`src/rtl/gfx_pkg.sv`:
```
// Shared definitions for the layer compositor slice.
// Provides default colour geometry, channel slice offsets ({R,G,B} with R in
// the high bits), the default transparent key colour and the index reported
// when the background wins.
package gfx_pkg;
    localparam int COLOR_W_DEF = 8;
    localparam int RGB_W       = 3 * COLOR_W_DEF;

    localparam logic [RGB_W-1:0] KEY_RGB_DEF = 24'hFF00FF;
    localparam int               BG_IDX      = 0;

    // Channel LSB offsets inside an {R,G,B} word for a given channel width.
    function automatic int r_lsb(input int cw);
        return 2 * cw;
    endfunction

    function automatic int g_lsb(input int cw);
        return cw;
    endfunction

    function automatic int b_lsb(input int cw);
        return 0;
    endfunction
endpackage

```
`src/rtl/gfx_layer_compositor_if.sv`:
```
// Pixel bus between the sprite generators / frame timing (master) and the
// layer compositor (slave).
//   i_pix_valid, i_v_sync        : pixel qualifier and vertical sync level
//   i_layer_hit/en, i_layer_rgb  : per-layer hit, enable and packed colour
//   i_bg_rgb, i_key_en, i_key_rgb: background and colour-key controls
//   o_red/o_green/o_blue, o_valid, o_top_idx, o_bg_sel : composited pixel
//   o_collision_mask, o_player_collide, o_frame_done   : frame report
interface gfx_layer_compositor_if #(
    parameter int NUM_LAYERS = 8,
    parameter int COLOR_W    = 8,
    parameter int IDX_W      = 3
);
    logic                              i_pix_valid;
    logic                              i_v_sync;
    logic [NUM_LAYERS-1:0]             i_layer_hit;
    logic [NUM_LAYERS*3*COLOR_W-1:0]   i_layer_rgb;
    logic [3*COLOR_W-1:0]              i_bg_rgb;
    logic [NUM_LAYERS-1:0]             i_layer_en;
    logic                              i_key_en;
    logic [3*COLOR_W-1:0]              i_key_rgb;

    logic [COLOR_W-1:0]                o_red;
    logic [COLOR_W-1:0]                o_green;
    logic [COLOR_W-1:0]                o_blue;
    logic                              o_valid;
    logic [IDX_W-1:0]                  o_top_idx;
    logic                              o_bg_sel;
    logic [NUM_LAYERS-1:0]             o_collision_mask;
    logic                              o_player_collide;
    logic                              o_frame_done;

    modport master (
        output i_pix_valid, i_v_sync, i_layer_hit, i_layer_rgb, i_bg_rgb,
               i_layer_en, i_key_en, i_key_rgb,
        input  o_red, o_green, o_blue, o_valid, o_top_idx, o_bg_sel,
               o_collision_mask, o_player_collide, o_frame_done
    );

    modport slave (
        input  i_pix_valid, i_v_sync, i_layer_hit, i_layer_rgb, i_bg_rgb,
               i_layer_en, i_key_en, i_key_rgb,
        output o_red, o_green, o_blue, o_valid, o_top_idx, o_bg_sel,
               o_collision_mask, o_player_collide, o_frame_done
    );
endinterface

```
`src/rtl/gfx_prio_encoder.sv`:
```
// Fixed-priority encoder: lowest set request index wins.
//   i_req : request vector, bit 0 highest priority
//   o_idx : index of the winning request (0 when none)
//   o_any : at least one request is set
module gfx_prio_encoder #(
    parameter int NUM_LAYERS = 8,
    parameter int IDX_W      = 3
) (
    input  logic [NUM_LAYERS-1:0] i_req,
    output logic [IDX_W-1:0]      o_idx,
    output logic                  o_any
);
    // Scan from the lowest-priority end so the lowest set index is the last
    // assignment and therefore wins.
    always_comb begin
        o_idx = '0;
        for (int k = NUM_LAYERS - 1; k >= 0; k--) begin
            if (i_req[k]) o_idx = IDX_W'(k);
        end
    end

    assign o_any = |i_req;
endmodule

```
`src/rtl/gfx_layer_compositor.sv`:
```
// Two-stage sprite layer compositor with per-frame collision reporting.
// Stage 1 qualifies each layer hit (enable mask, colour key) and registers
// the pixel; stage 2 picks the highest-priority layer (index 0 first) or
// the background. Overlaps of two or more qualified layers are accumulated
// per frame and reported on each rising edge of v_sync.
//   i_clk, i_rst_n : pixel clock, asynchronous active-low reset
//   bus            : pixel bus (slave side), see gfx_layer_compositor_if
module gfx_layer_compositor
    import gfx_pkg::*;
#(
    parameter int NUM_LAYERS = 8,
    parameter int COLOR_W    = COLOR_W_DEF,
    parameter int IDX_W      = 3,
    parameter int PLAYER_IDX = 4
) (
    input  logic                   i_clk,
    input  logic                   i_rst_n,
    gfx_layer_compositor_if.slave  bus
);
    localparam int RGB_L = 3 * COLOR_W;
    localparam int R_LSB = r_lsb(COLOR_W);
    localparam int G_LSB = g_lsb(COLOR_W);
    localparam int B_LSB = b_lsb(COLOR_W);

    // Stage 1 registers
    logic [NUM_LAYERS-1:0]       r_s1_q;
    logic [NUM_LAYERS*RGB_L-1:0] r_s1_rgb;
    logic [RGB_L-1:0]            r_s1_bg;
    logic                        r_s1_vld;
    logic                        r_s1_vs;
    logic                        r_s1_vs_prev;

    // Stage 2 registers
    logic [RGB_L-1:0]            r_s2_rgb;
    logic [IDX_W-1:0]            r_s2_idx;
    logic                        r_s2_bg;
    logic                        r_s2_vld;

    // Frame report
    logic [NUM_LAYERS-1:0]       r_acc;
    logic [NUM_LAYERS-1:0]       r_mask;
    logic                        r_player;
    logic                        r_done;

    logic [NUM_LAYERS-1:0]       w_q;
    logic [IDX_W-1:0]            w_idx;
    logic                        w_any;
    logic [RGB_L-1:0]            w_win_rgb;
    logic                        w_multi;
    logic [NUM_LAYERS-1:0]       w_contrib;
    logic [NUM_LAYERS-1:0]       w_report;
    logic                        w_frame_close;

    // A layer only counts if hit, enabled and not showing the key colour.
    always_comb begin
        w_q = '0;
        for (int k = 0; k < NUM_LAYERS; k++) begin
            w_q[k] = bus.i_layer_hit[k] & bus.i_layer_en[k]
                   & ~(bus.i_key_en & (bus.i_layer_rgb[k*RGB_L +: RGB_L] == bus.i_key_rgb));
        end
    end

    always_ff @(posedge i_clk or negedge i_rst_n) begin
        if (!i_rst_n) begin
            r_s1_q       <= '0;
            r_s1_rgb     <= '0;
            r_s1_bg      <= '0;
            r_s1_vld     <= 1'b0;
            r_s1_vs      <= 1'b0;
            r_s1_vs_prev <= 1'b0;
        end else begin
            r_s1_q       <= w_q;
            r_s1_rgb     <= bus.i_layer_rgb;
            r_s1_bg      <= bus.i_bg_rgb;
            r_s1_vld     <= bus.i_pix_valid;
            r_s1_vs      <= bus.i_v_sync;
            r_s1_vs_prev <= r_s1_vs;
        end
    end

    gfx_prio_encoder #(
        .NUM_LAYERS (NUM_LAYERS),
        .IDX_W      (IDX_W)
    ) u_prio (
        .i_req (r_s1_q),
        .o_idx (w_idx),
        .o_any (w_any)
    );

    assign w_win_rgb = r_s1_rgb[int'(w_idx)*RGB_L +: RGB_L];

    always_ff @(posedge i_clk or negedge i_rst_n) begin
        if (!i_rst_n) begin
            r_s2_rgb <= '0;
            r_s2_idx <= '0;
            r_s2_bg  <= 1'b0;
            r_s2_vld <= 1'b0;
        end else begin
            r_s2_rgb <= w_any ? w_win_rgb : r_s1_bg;
            r_s2_idx <= w_any ? w_idx : IDX_W'(BG_IDX);
            r_s2_bg  <= ~w_any;
            r_s2_vld <= r_s1_vld;
        end
    end

    // Two or more bits set: clearing the lowest set bit leaves something.
    assign w_multi       = (r_s1_q & (r_s1_q - NUM_LAYERS'(1))) != '0;
    assign w_contrib     = (r_s1_vld & w_multi) ? r_s1_q : '0;
    assign w_frame_close = r_s1_vs & ~r_s1_vs_prev;
    // The pixel in the edge cycle still belongs to the frame being closed.
    assign w_report      = r_acc | w_contrib;

    always_ff @(posedge i_clk or negedge i_rst_n) begin
        if (!i_rst_n) begin
            r_acc    <= '0;
            r_mask   <= '0;
            r_player <= 1'b0;
            r_done   <= 1'b0;
        end else if (w_frame_close) begin
            r_acc    <= '0;
            r_mask   <= w_report;
            r_player <= w_report[PLAYER_IDX];
            r_done   <= 1'b1;
        end else begin
            r_acc    <= w_report;
            r_done   <= 1'b0;
        end
    end

    assign bus.o_red            = r_s2_rgb[R_LSB +: COLOR_W];
    assign bus.o_green          = r_s2_rgb[G_LSB +: COLOR_W];
    assign bus.o_blue           = r_s2_rgb[B_LSB +: COLOR_W];
    assign bus.o_valid          = r_s2_vld;
    assign bus.o_top_idx        = r_s2_idx;
    assign bus.o_bg_sel         = r_s2_bg;
    assign bus.o_collision_mask = r_mask;
    assign bus.o_player_collide = r_player;
    assign bus.o_frame_done     = r_done;
endmodule

```
`src/flat_wrapper.sv`:
```
// flat-port wrapper written by rule: the top's interface ports become plain ports
module gfx_layer_compositor_flat import gfx_pkg::*;
#(
    parameter int NUM_LAYERS = 8,
    parameter int COLOR_W    = COLOR_W_DEF,
    parameter int IDX_W      = 3,
    parameter int PLAYER_IDX = 4
)
  (i_clk, i_rst_n, bus_i_pix_valid, bus_i_v_sync, bus_i_layer_hit, bus_i_layer_rgb, bus_i_bg_rgb, bus_i_layer_en, bus_i_key_en, bus_i_key_rgb, bus_o_red, bus_o_green, bus_o_blue, bus_o_valid, bus_o_top_idx, bus_o_bg_sel, bus_o_collision_mask, bus_o_player_collide, bus_o_frame_done);
  gfx_layer_compositor_if #(.NUM_LAYERS(NUM_LAYERS), .COLOR_W(COLOR_W), .IDX_W(IDX_W)) bus_i ();
  input  logic i_clk;
  input  logic i_rst_n;
  input wire logic [$bits(bus_i.i_pix_valid)-1:0] bus_i_pix_valid;
  input wire logic [$bits(bus_i.i_v_sync)-1:0] bus_i_v_sync;
  input wire logic [$bits(bus_i.i_layer_hit)-1:0] bus_i_layer_hit;
  input wire logic [$bits(bus_i.i_layer_rgb)-1:0] bus_i_layer_rgb;
  input wire logic [$bits(bus_i.i_bg_rgb)-1:0] bus_i_bg_rgb;
  input wire logic [$bits(bus_i.i_layer_en)-1:0] bus_i_layer_en;
  input wire logic [$bits(bus_i.i_key_en)-1:0] bus_i_key_en;
  input wire logic [$bits(bus_i.i_key_rgb)-1:0] bus_i_key_rgb;
  output wire logic [$bits(bus_i.o_red)-1:0] bus_o_red;
  output wire logic [$bits(bus_i.o_green)-1:0] bus_o_green;
  output wire logic [$bits(bus_i.o_blue)-1:0] bus_o_blue;
  output wire logic [$bits(bus_i.o_valid)-1:0] bus_o_valid;
  output wire logic [$bits(bus_i.o_top_idx)-1:0] bus_o_top_idx;
  output wire logic [$bits(bus_i.o_bg_sel)-1:0] bus_o_bg_sel;
  output wire logic [$bits(bus_i.o_collision_mask)-1:0] bus_o_collision_mask;
  output wire logic [$bits(bus_i.o_player_collide)-1:0] bus_o_player_collide;
  output wire logic [$bits(bus_i.o_frame_done)-1:0] bus_o_frame_done;
  assign bus_i.i_pix_valid = bus_i_pix_valid;
  assign bus_i.i_v_sync = bus_i_v_sync;
  assign bus_i.i_layer_hit = bus_i_layer_hit;
  assign bus_i.i_layer_rgb = bus_i_layer_rgb;
  assign bus_i.i_bg_rgb = bus_i_bg_rgb;
  assign bus_i.i_layer_en = bus_i_layer_en;
  assign bus_i.i_key_en = bus_i_key_en;
  assign bus_i.i_key_rgb = bus_i_key_rgb;
  assign bus_o_red = bus_i.o_red;
  assign bus_o_green = bus_i.o_green;
  assign bus_o_blue = bus_i.o_blue;
  assign bus_o_valid = bus_i.o_valid;
  assign bus_o_top_idx = bus_i.o_top_idx;
  assign bus_o_bg_sel = bus_i.o_bg_sel;
  assign bus_o_collision_mask = bus_i.o_collision_mask;
  assign bus_o_player_collide = bus_i.o_player_collide;
  assign bus_o_frame_done = bus_i.o_frame_done;
  gfx_layer_compositor #(.NUM_LAYERS(NUM_LAYERS), .COLOR_W(COLOR_W), .IDX_W(IDX_W), .PLAYER_IDX(PLAYER_IDX)) u_core (.i_clk(i_clk), .i_rst_n(i_rst_n), .bus(bus_i));
endmodule
```
`config.mk`:
```
export PLATFORM = sky130hd
export DESIGN_NAME = gfx_layer_compositor_flat
export DESIGN_NICKNAME = d
export VERILOG_FILES = /design/src/rtl/gfx_pkg.sv /design/src/rtl/gfx_layer_compositor_if.sv /design/src/rtl/gfx_prio_encoder.sv /design/src/rtl/gfx_layer_compositor.sv /design/src/flat_wrapper.sv
export SDC_FILE = /design/constraint.sdc
export NUM_CORES = 1
export LEC_CHECK = 0
export ABC_AREA = 0
export CORE_MARGIN = 4
export CORE_UTILIZATION = 49
export DETAILED_ROUTE_END_ITERATION = 16
export GPL_TIMING_DRIVEN = 0
export PLACE_DENSITY = 0.77
export SYNTH_ARGS = -nofsm -noshare
export SYNTH_HDL_FRONTEND = slang
export SYNTH_HIERARCHICAL = 1
export SYNTH_SLANG_ARGS = --single-unit
```
`constraint.sdc`:
```
create_clock -name i_clk -period 2.7 [get_ports i_clk]
set_input_delay 0.675 -clock i_clk [delete_from_list [all_inputs] [get_ports i_clk]]
set_output_delay 0.675 -clock i_clk [all_outputs]
set_load 0.005 [all_outputs]
```
==> results of run 1 <==
## metrics by stage
step	TNS (ns)	hold slack, ns	worst slack [ns]	util [%]	instance area (µm²)
final	0	0.0685	0.0365	68.1	15400
after global placement	-2813.88	0.374	-10.34	63.4	14300
after detailed placement	0	0.358	0.00201	63.7	14400
after global routing	-0.0144	0.0939	-0.0144	68.1	15400
after floorplan	0	0.352	0.575	-	11200
after CTS	0	0.0751	0.000602	68.0	15300
## registers in the layout, summed over array words and instances, names as in the netlist, 3 cells and up
signal                       flops
u_core/bus.o_collision_mask      8
u_core/bus.o_top_idx             3
u_core/r_acc                     8
u_core/r_s1_bg                  24
u_core/r_s1_q                    8
u_core/r_s1_rgb                192
u_core/r_s2_rgb                 24
## where the power goes
part	switching, mW	internal (mW)	total [mW]
logic	0.887	1.03	1.92
clock network	1.57	2.40	3.96
registers	0.107	4.39	4.50
total	2.56	7.82	10.4
## how the worst max path moves through the flow
stage | endpoint | slack, ns
after floorplan | u_core/r_s2_rgb[14] | 0.58
after global placement | u_core/r_s1_bg[5] | -10.34
after detailed placement | u_core/r_s2_rgb[11] | 0.002
after CTS | u_core/r_s2_rgb[21] | 0.0006
after global routing | u_core/r_s2_rgb[11] | -0.01
final | u_core/r_s2_rgb[11] | 0.04
## metal layers
layer  part of all wire (%)  routed length (µm)  vias up
met1                     39               14400     3921
met4                    2.8                1010        0
met2                     51               18700      362
met5                      0                   0        -
met3                    7.1                2600       66
li1                       -                   -     3364
## final cells by class
| cell class | count | area share [%] |
|---|---|---|
| diodes | 2 | 0.0326 |
| clock inverters | 8 | 0.602 |
| clock buffers | 44 | 5.67 |
| inverters | 3 | 0.0733 |
| repair buffers | 276 | 18.2 |
| plain buffers | 51 | 1.86 |
| well taps | 285 | 2.32 |
| flip-flops and latches | 273 | 44.4 |
| multi-input cells | 464 | 26.8 |
## worst reg2reg max path, cell delays in order, from the launching register on
cell	delay, ns
dfrtp_1	0.48
nor2_1	0.15
o21ai_0	0.09
a21boi_1	0.28
buf_1	0.73
mux4_2	0.42
mux2i_1	0.26
a21oi_1	0.11
## synth_stat cells
| library cell | n |
|---|---|
| buf_2 | 28 |
| a21oi_1 | 33 |
| a221oi_2 | 1 |
| and2_1 | 3 |
| a21boi_0 | 1 |
| clkbuf_1 | 12 |
| buf_4 | 4 |
| maj3_2 | 1 |
| a31oi_1 | 1 |
| o41ai_1 | 1 |
| nand4_1 | 40 |
| nand2_1 | 32 |
| buf_6 | 3 |
| dfrtp_1 | 273 |
| nor4_2 | 1 |
| nor2b_1 | 1 |
| o21bai_1 | 1 |
| mux2i_1 | 31 |
| a221o_1 | 1 |
| nor4_1 | 8 |
| nand3_1 | 10 |
| o31ai_1 | 14 |
| nor2_1 | 30 |
| inv_1 | 2 |
| buf_1 | 4 |
| nor3_1 | 9 |
| nand2b_1 | 1 |
| clkinv_1 | 1 |
| and3b_1 | 1 |
| mux4_2 | 48 |
| xnor2_1 | 192 |
| o21ai_0 | 3 |
## cell families after synthesis
group	share of synthesized area, %
muxes	12.4
buffers and inverters	2.45
xor gates and xnor gates	15.0
adders and majority gates	0.100
DFF	60.9
AOI/OAI and AO/OA	3.04
and+or+nand+nor	6.07
## repair_timing
action / in CTS / in global routing
gates resized for setup: 3 / 9
gates cloned: 0 / 0
pin swaps: 0 / 0
setup endpoints to repair: 1 / 17
==> metrics.txt, run 1 <==
Final Non-Filler Cells 1,406; Nets 1,358; startpoint class of the critical path register; synth top area cells dfrtp_1 (61%), xnor2_1 (15%), mux4_2 (9.6%); Critical Path RT 3.10 ns; Die Area 25,400 µm²; syn nets 1,052; latest clock arrival within the worst-skew pair 0.54 ns; RR Startpoint u_core/r_s1_q[4]; RSZ-0062 raised after global routing yes; DR pass1 iterations 6; Overall Global Routing Usage 28.9%; Post-Synthesis Cells 791; Arr. time, crit path 3.06 ns; Seq cells post-synth 273; LEAKAGE 6.08 nW; average wire per standard cell 26.1 µm; cell family with most CP delay buffers and inverters; fmax 375 MHz; Power, Total 10.4 mW; largest net degree at the start of global routing 122; Slew headroom 30.0%; GR Util met1 37.8%; starting density of the core 49.7%; CP Launch Point u_core/r_s1_q[4]; CP Cell Sequence nor2_1 -> o21ai_0 -> a21boi_1 -> buf_1 -> mux4_2 -> mux2i_1 -> a21oi_1; # DRC 0; reg2reg path depth 7; CTS buffer count 28; H-tree levels 1; Root Driver clkbuf_16; hold crit path type input port to asynchronous set/reset pin; first-pass GRT wire length 53.9 mm; Port Buffers 274; Buf/Inv on CP 1; Die X 159 µm; dpl hpwl 28.8 mm; final WL 36.7 mm; Post-Syn Area 11,200 µm²; FF/Latch Area 6830 µm²; total congestion overflow 0; Max Slew Vio Count 0; FF-to-FF End u_core/r_s2_rgb[11]; Vias per Instance 5.49; synth warn 6; area of the multi-input gates 4110 µm²; max-cap violations 0; RD Place Congestion 0.937; CP max-delay cell buf_1; DR iter-0 viols 696; Yosys top cell area share 60.9%; # fillers 1,627; most frequent cells in the layout clkdlybuf4s50_1 (273), dfrtp_1 (273), xnor2_1 (192), mux4_2 (48), nand4_1 (40); DR vias 7,713; Tcrit/Tclk final 98.6%; Sink Count 273; Setup Buffers After CTS 0; Netlist cell types 32; io pins 300; clock buffer depth 3; GR Layer Usage met2 50.4%; CTS tree yes; vias in the first global route 8,441; Reg2Reg Setup Slack 0.04 ns; antenna violations before repair 2; CTS clk-pin slew, worst paths 0.06 ns; Syn Area/Cell 14.2 µm²; critical path peak fanout 10; clock skew 0.00813 ns; site row count 55; placed cells 1,352; setup violators final 0; CP Depth 7; WS Path Type register to register; CP endpoint kind register; Seq/Total Area, Yosys 60.9%; Hold Vio Cnt, Final 0; outcome complete, no violations; met3 GRT Util 4.97%; maximum VDD drop 0.396 mV; cell taking the most area after synthesis dfrtp_1; Worst-Margin Slew 1.05 ns; antenna-violating nets left 0; Die Span Y 159 µm; pwr/cell area 675 nW/µm²; Core Area 22,600 µm²; area grow syn2layout 37.1%; most used routing layer met2; fin crit period 2.66 ns; proportion of layout cells with a drive suffix above 1 12.4%; hold-fix buffer count after cts 0; Worst path max stage delay 0.73 ns
Power figures use the tool's default switching activity.
==> run 2, diff against run 1 <==
--- a/config.mk
+++ b/config.mk
@@ -5,7 +5,6 @@
 export SDC_FILE = /design/constraint.sdc
 export NUM_CORES = 1
 export LEC_CHECK = 0
-export ABC_AREA = 0
 export CORE_MARGIN = 4
 export CORE_UTILIZATION = 49
 export DETAILED_ROUTE_END_ITERATION = 16
==> results of run 2 <==
The final DEF is identical to that of run 1; final timing and power are the same.
==> run 3, diff against run 2 <==
--- a/config.mk
+++ b/config.mk
@@ -6,10 +6,11 @@
 export NUM_CORES = 1
 export LEC_CHECK = 0
 export CORE_MARGIN = 4
-export CORE_UTILIZATION = 49
+export CORE_UTILIZATION = 63
 export DETAILED_ROUTE_END_ITERATION = 16
+export DONT_BUFFER_PORTS = 1
 export GPL_TIMING_DRIVEN = 0
-export PLACE_DENSITY = 0.77
+export PLACE_DENSITY = 0.75
 export SYNTH_ARGS = -nofsm -noshare
 export SYNTH_HDL_FRONTEND = slang
 export SYNTH_HIERARCHICAL = 1
==> run 3 against run 2 <==
Compared with the run above:
- the flow now finishes with violations (hold timing)
- flip-flop and latch count unchanged
- total power decreased by 8.2%
- core utilization up 3.4 points
- largest power group unchanged
==> metrics.txt, run 3 (same netlist as run 1, synthesis figures left out) <==
fin crit period 2.54 ns (was 2.66 ns); WS Path Type register to register (unchanged); area of the multi-input gates 4110 µm² (about the same); Worst path max stage delay 0.46 ns (was 0.73 ns); proportion of layout cells with a drive suffix above 1 15.3% (was 12.4%); DR pass1 iterations 6 (unchanged); average wire per standard cell 31.7 µm (was 26.1 µm); largest net degree at the start of global routing 274 (was 122); Port Buffers 0 (was 274); setup TNS 0 ns (unchanged); CP Cell Sequence nor2_1 -> o21ai_0 -> a21boi_1 -> buf_4 -> buf_2 -> mux4_2 -> mux2i_2 -> a21oi_1 (was nor2_1 -> o21ai_0 -> a21boi_1 -> buf_1 -> mux4_2 -> mux2i_1 -> a21oi_1); dpl hpwl 26.3 mm (was 28.8 mm); Die X 141 µm (was 159 µm); Arr. time, crit path 2.93 ns (was 3.06 ns); outcome finished with violations (was complete, no violations); Core Area 17,400 µm² (was 22,600 µm²); RSZ-0062 raised after global routing no (was yes); Nets 1,080 (was 1,358); hold crit path type input port to asynchronous set/reset pin (unchanged); Top reg by flops u_core/r_s1_rgb (unchanged); RD Place Congestion 0.929 (was 0.937); final WL 33.6 mm (was 36.7 mm); startpoint class of the critical path register (unchanged); cell family with most CP delay buffers and inverters (unchanged); Hold Vio Cnt, Final 273 (was 0); Root Driver clkbuf_16 (unchanged); Setup Buffers After CTS 0 (unchanged); clock buffer depth 3 (unchanged); max-cap violations 0 (unchanged); final instance area 12,400 µm² (was 15,400 µm²); FF/Latch Area 6830 µm² (unchanged); # fillers 1,141 (was 1,627); io pins 300 (unchanged); CTS clk-pin slew, worst paths 0.06 ns (about the same); Overall Global Routing Usage 33.7% (was 28.9%); Min Hold Slack -0.160 ns (was 0.0685 ns); Buf/Inv on CP 2 (was 1); latest clock arrival within the worst-skew pair 0.53 ns (was 0.54 ns); CP endpoint kind register (unchanged); Slew headroom 37.1% (was 30.0%); Die Span Y 141 µm (was 159 µm); Sink Count 273 (unchanged); CTS tree yes (unchanged); DR iter-0 viols 659 (was 696); H-tree levels 1 (unchanged); LEAKAGE 4.93 nW (was 6.08 nW); Max Slew Vio Count 0 (unchanged); starting density of the core 64.6% (was 49.7%); CP max-delay cell dfrtp_1 (was buf_1); antenna-violating nets left 0 (unchanged); critical path peak fanout 10 (unchanged); # DRC 0 (unchanged); antenna violations before repair 1 (was 2); placed cell areas 11,500 µm² (was 14,400 µm²); commonest non-fill, non-tap cell in the layout dfrtp_1; Vias per Instance 6.36 (was 5.49); setup violators final 0 (unchanged); first-pass GRT wire length 47.9 mm (was 53.9 mm); pwr/cell area 768 nW/µm² (was 675 nW/µm²); site row count 48 (was 55); vias in the first global route 7,348 (was 8,441); total congestion overflow 0 (unchanged); fmax 394 MHz (was 375 MHz); clock skew 0.0115 ns (was 0.00813 ns); Power, Total 9.53 mW (was 10.4 mW); maximum VDD drop 0.687 mV (was 0.396 mV); max reg flops 192 (unchanged); most frequent cells in the layout dfrtp_1 (273), xnor2_1 (192), mux4_2 (48), nand4_1 (40), a21oi_1 (33) (was clkdlybuf4s50_1 (273), dfrtp_1 (273), xnor2_1 (192), mux4_2 (48), nand4_1 (40)); CTS buffer count 27 (was 28); Die Area 20,000 µm² (was 25,400 µm²); area grow syn2layout 10.7% (was 37.1%); Worst-Margin Slew 0.944 ns (was 1.05 ns); biggest regs u_core/r_s1_rgb: 192 flops, u_core/r_s1_bg: 24 flops, u_core/r_s2_rgb: 24 flops (unchanged); Critical Path RT 3.08 ns (was 3.10 ns); Tcrit/Tclk final 94.1% (was 98.6%); DR vias 6,745 (was 7,713); failing checks hold timing
run 3: cell count changes in the layout (fill, tap and decap cells not counted), sizes merged:
cell	change
diode	-1
clkdlybuf4s50	-273
inv	+1
clkbuf	-7
buf	-3
bufinv	+2
clkinv	-5
run 3: final timing paths:
check | start | endpoint | slack [ns] | cells past startpoint
worst max-delay path | u_core/r_s1_q[4] | u_core/r_s2_rgb[21] | 0.16 | 8
worst min-delay path | i_rst_n | u_core/r_s2_rgb[21] | -0.16 | 0
worst max register to register | u_core/r_s1_q[4] | u_core/r_s2_rgb[21] | 0.16 | 8
worst min register to register | u_core/r_s1_vld | u_core/bus.o_valid | 0.38 | 0
max in group asynchronous | i_rst_n | u_core/r_s1_rgb[37] | 2.63 | 0
min in group i_clk | bus_i_layer_rgb[99] | u_core/r_s1_rgb[99] | 0.16 | 0
run 3: routing by layer:
layer | global-route usage (%) | wire length, µm | up-vias
met3 | 13.1 | 4400 | 60
met2 | 55.8 | 16800 | 447
met5 | 0 | 0 | -
met1 | 41.9 | 11500 | 3450
li1 | - | - | 2788
met4 | 9.70 | 920 | 0
run 3: cell type report:
class	count	share of cell area, %
inverters	3	0.0907
plain buffers	50	2.18
clock inverters	6	1.10
diodes	1	0.0202
well taps	225	2.27
flip-flops and latches	273	55.1
multi-input cells	464	33.1
clock buffers	38	6.18
run 3: repair_timing:
action,in CTS,in global routing
gates resized for setup,5,7
endpoints found under the setup margin,4,10
hold endpoints to repair,273,273
cloned,0,0
run 3: per-stage QoR:
stage | cells | setup WS [ns] | utilization [%]
3_3_place_gp | 1016 | 0.112 | 66.2
2_1_floorplan | 791 | 0.575 | -
5_1_grt | 1060 | 0.0522 | 71.5
3_5_place_dp | 1016 | -0.0197 | 66.2
4_1_cts | 1060 | 0.0613 | 71.5
6_report | 1060 | 0.159 | 71.5
run 3: power by group:
group	internal [mW]	total (mW)	switching (mW)
sequential	4.39	4.53	0.140
combinational	0.541	1.15	0.609
clock	2.34	3.85	1.51
total	7.27	9.53	2.26
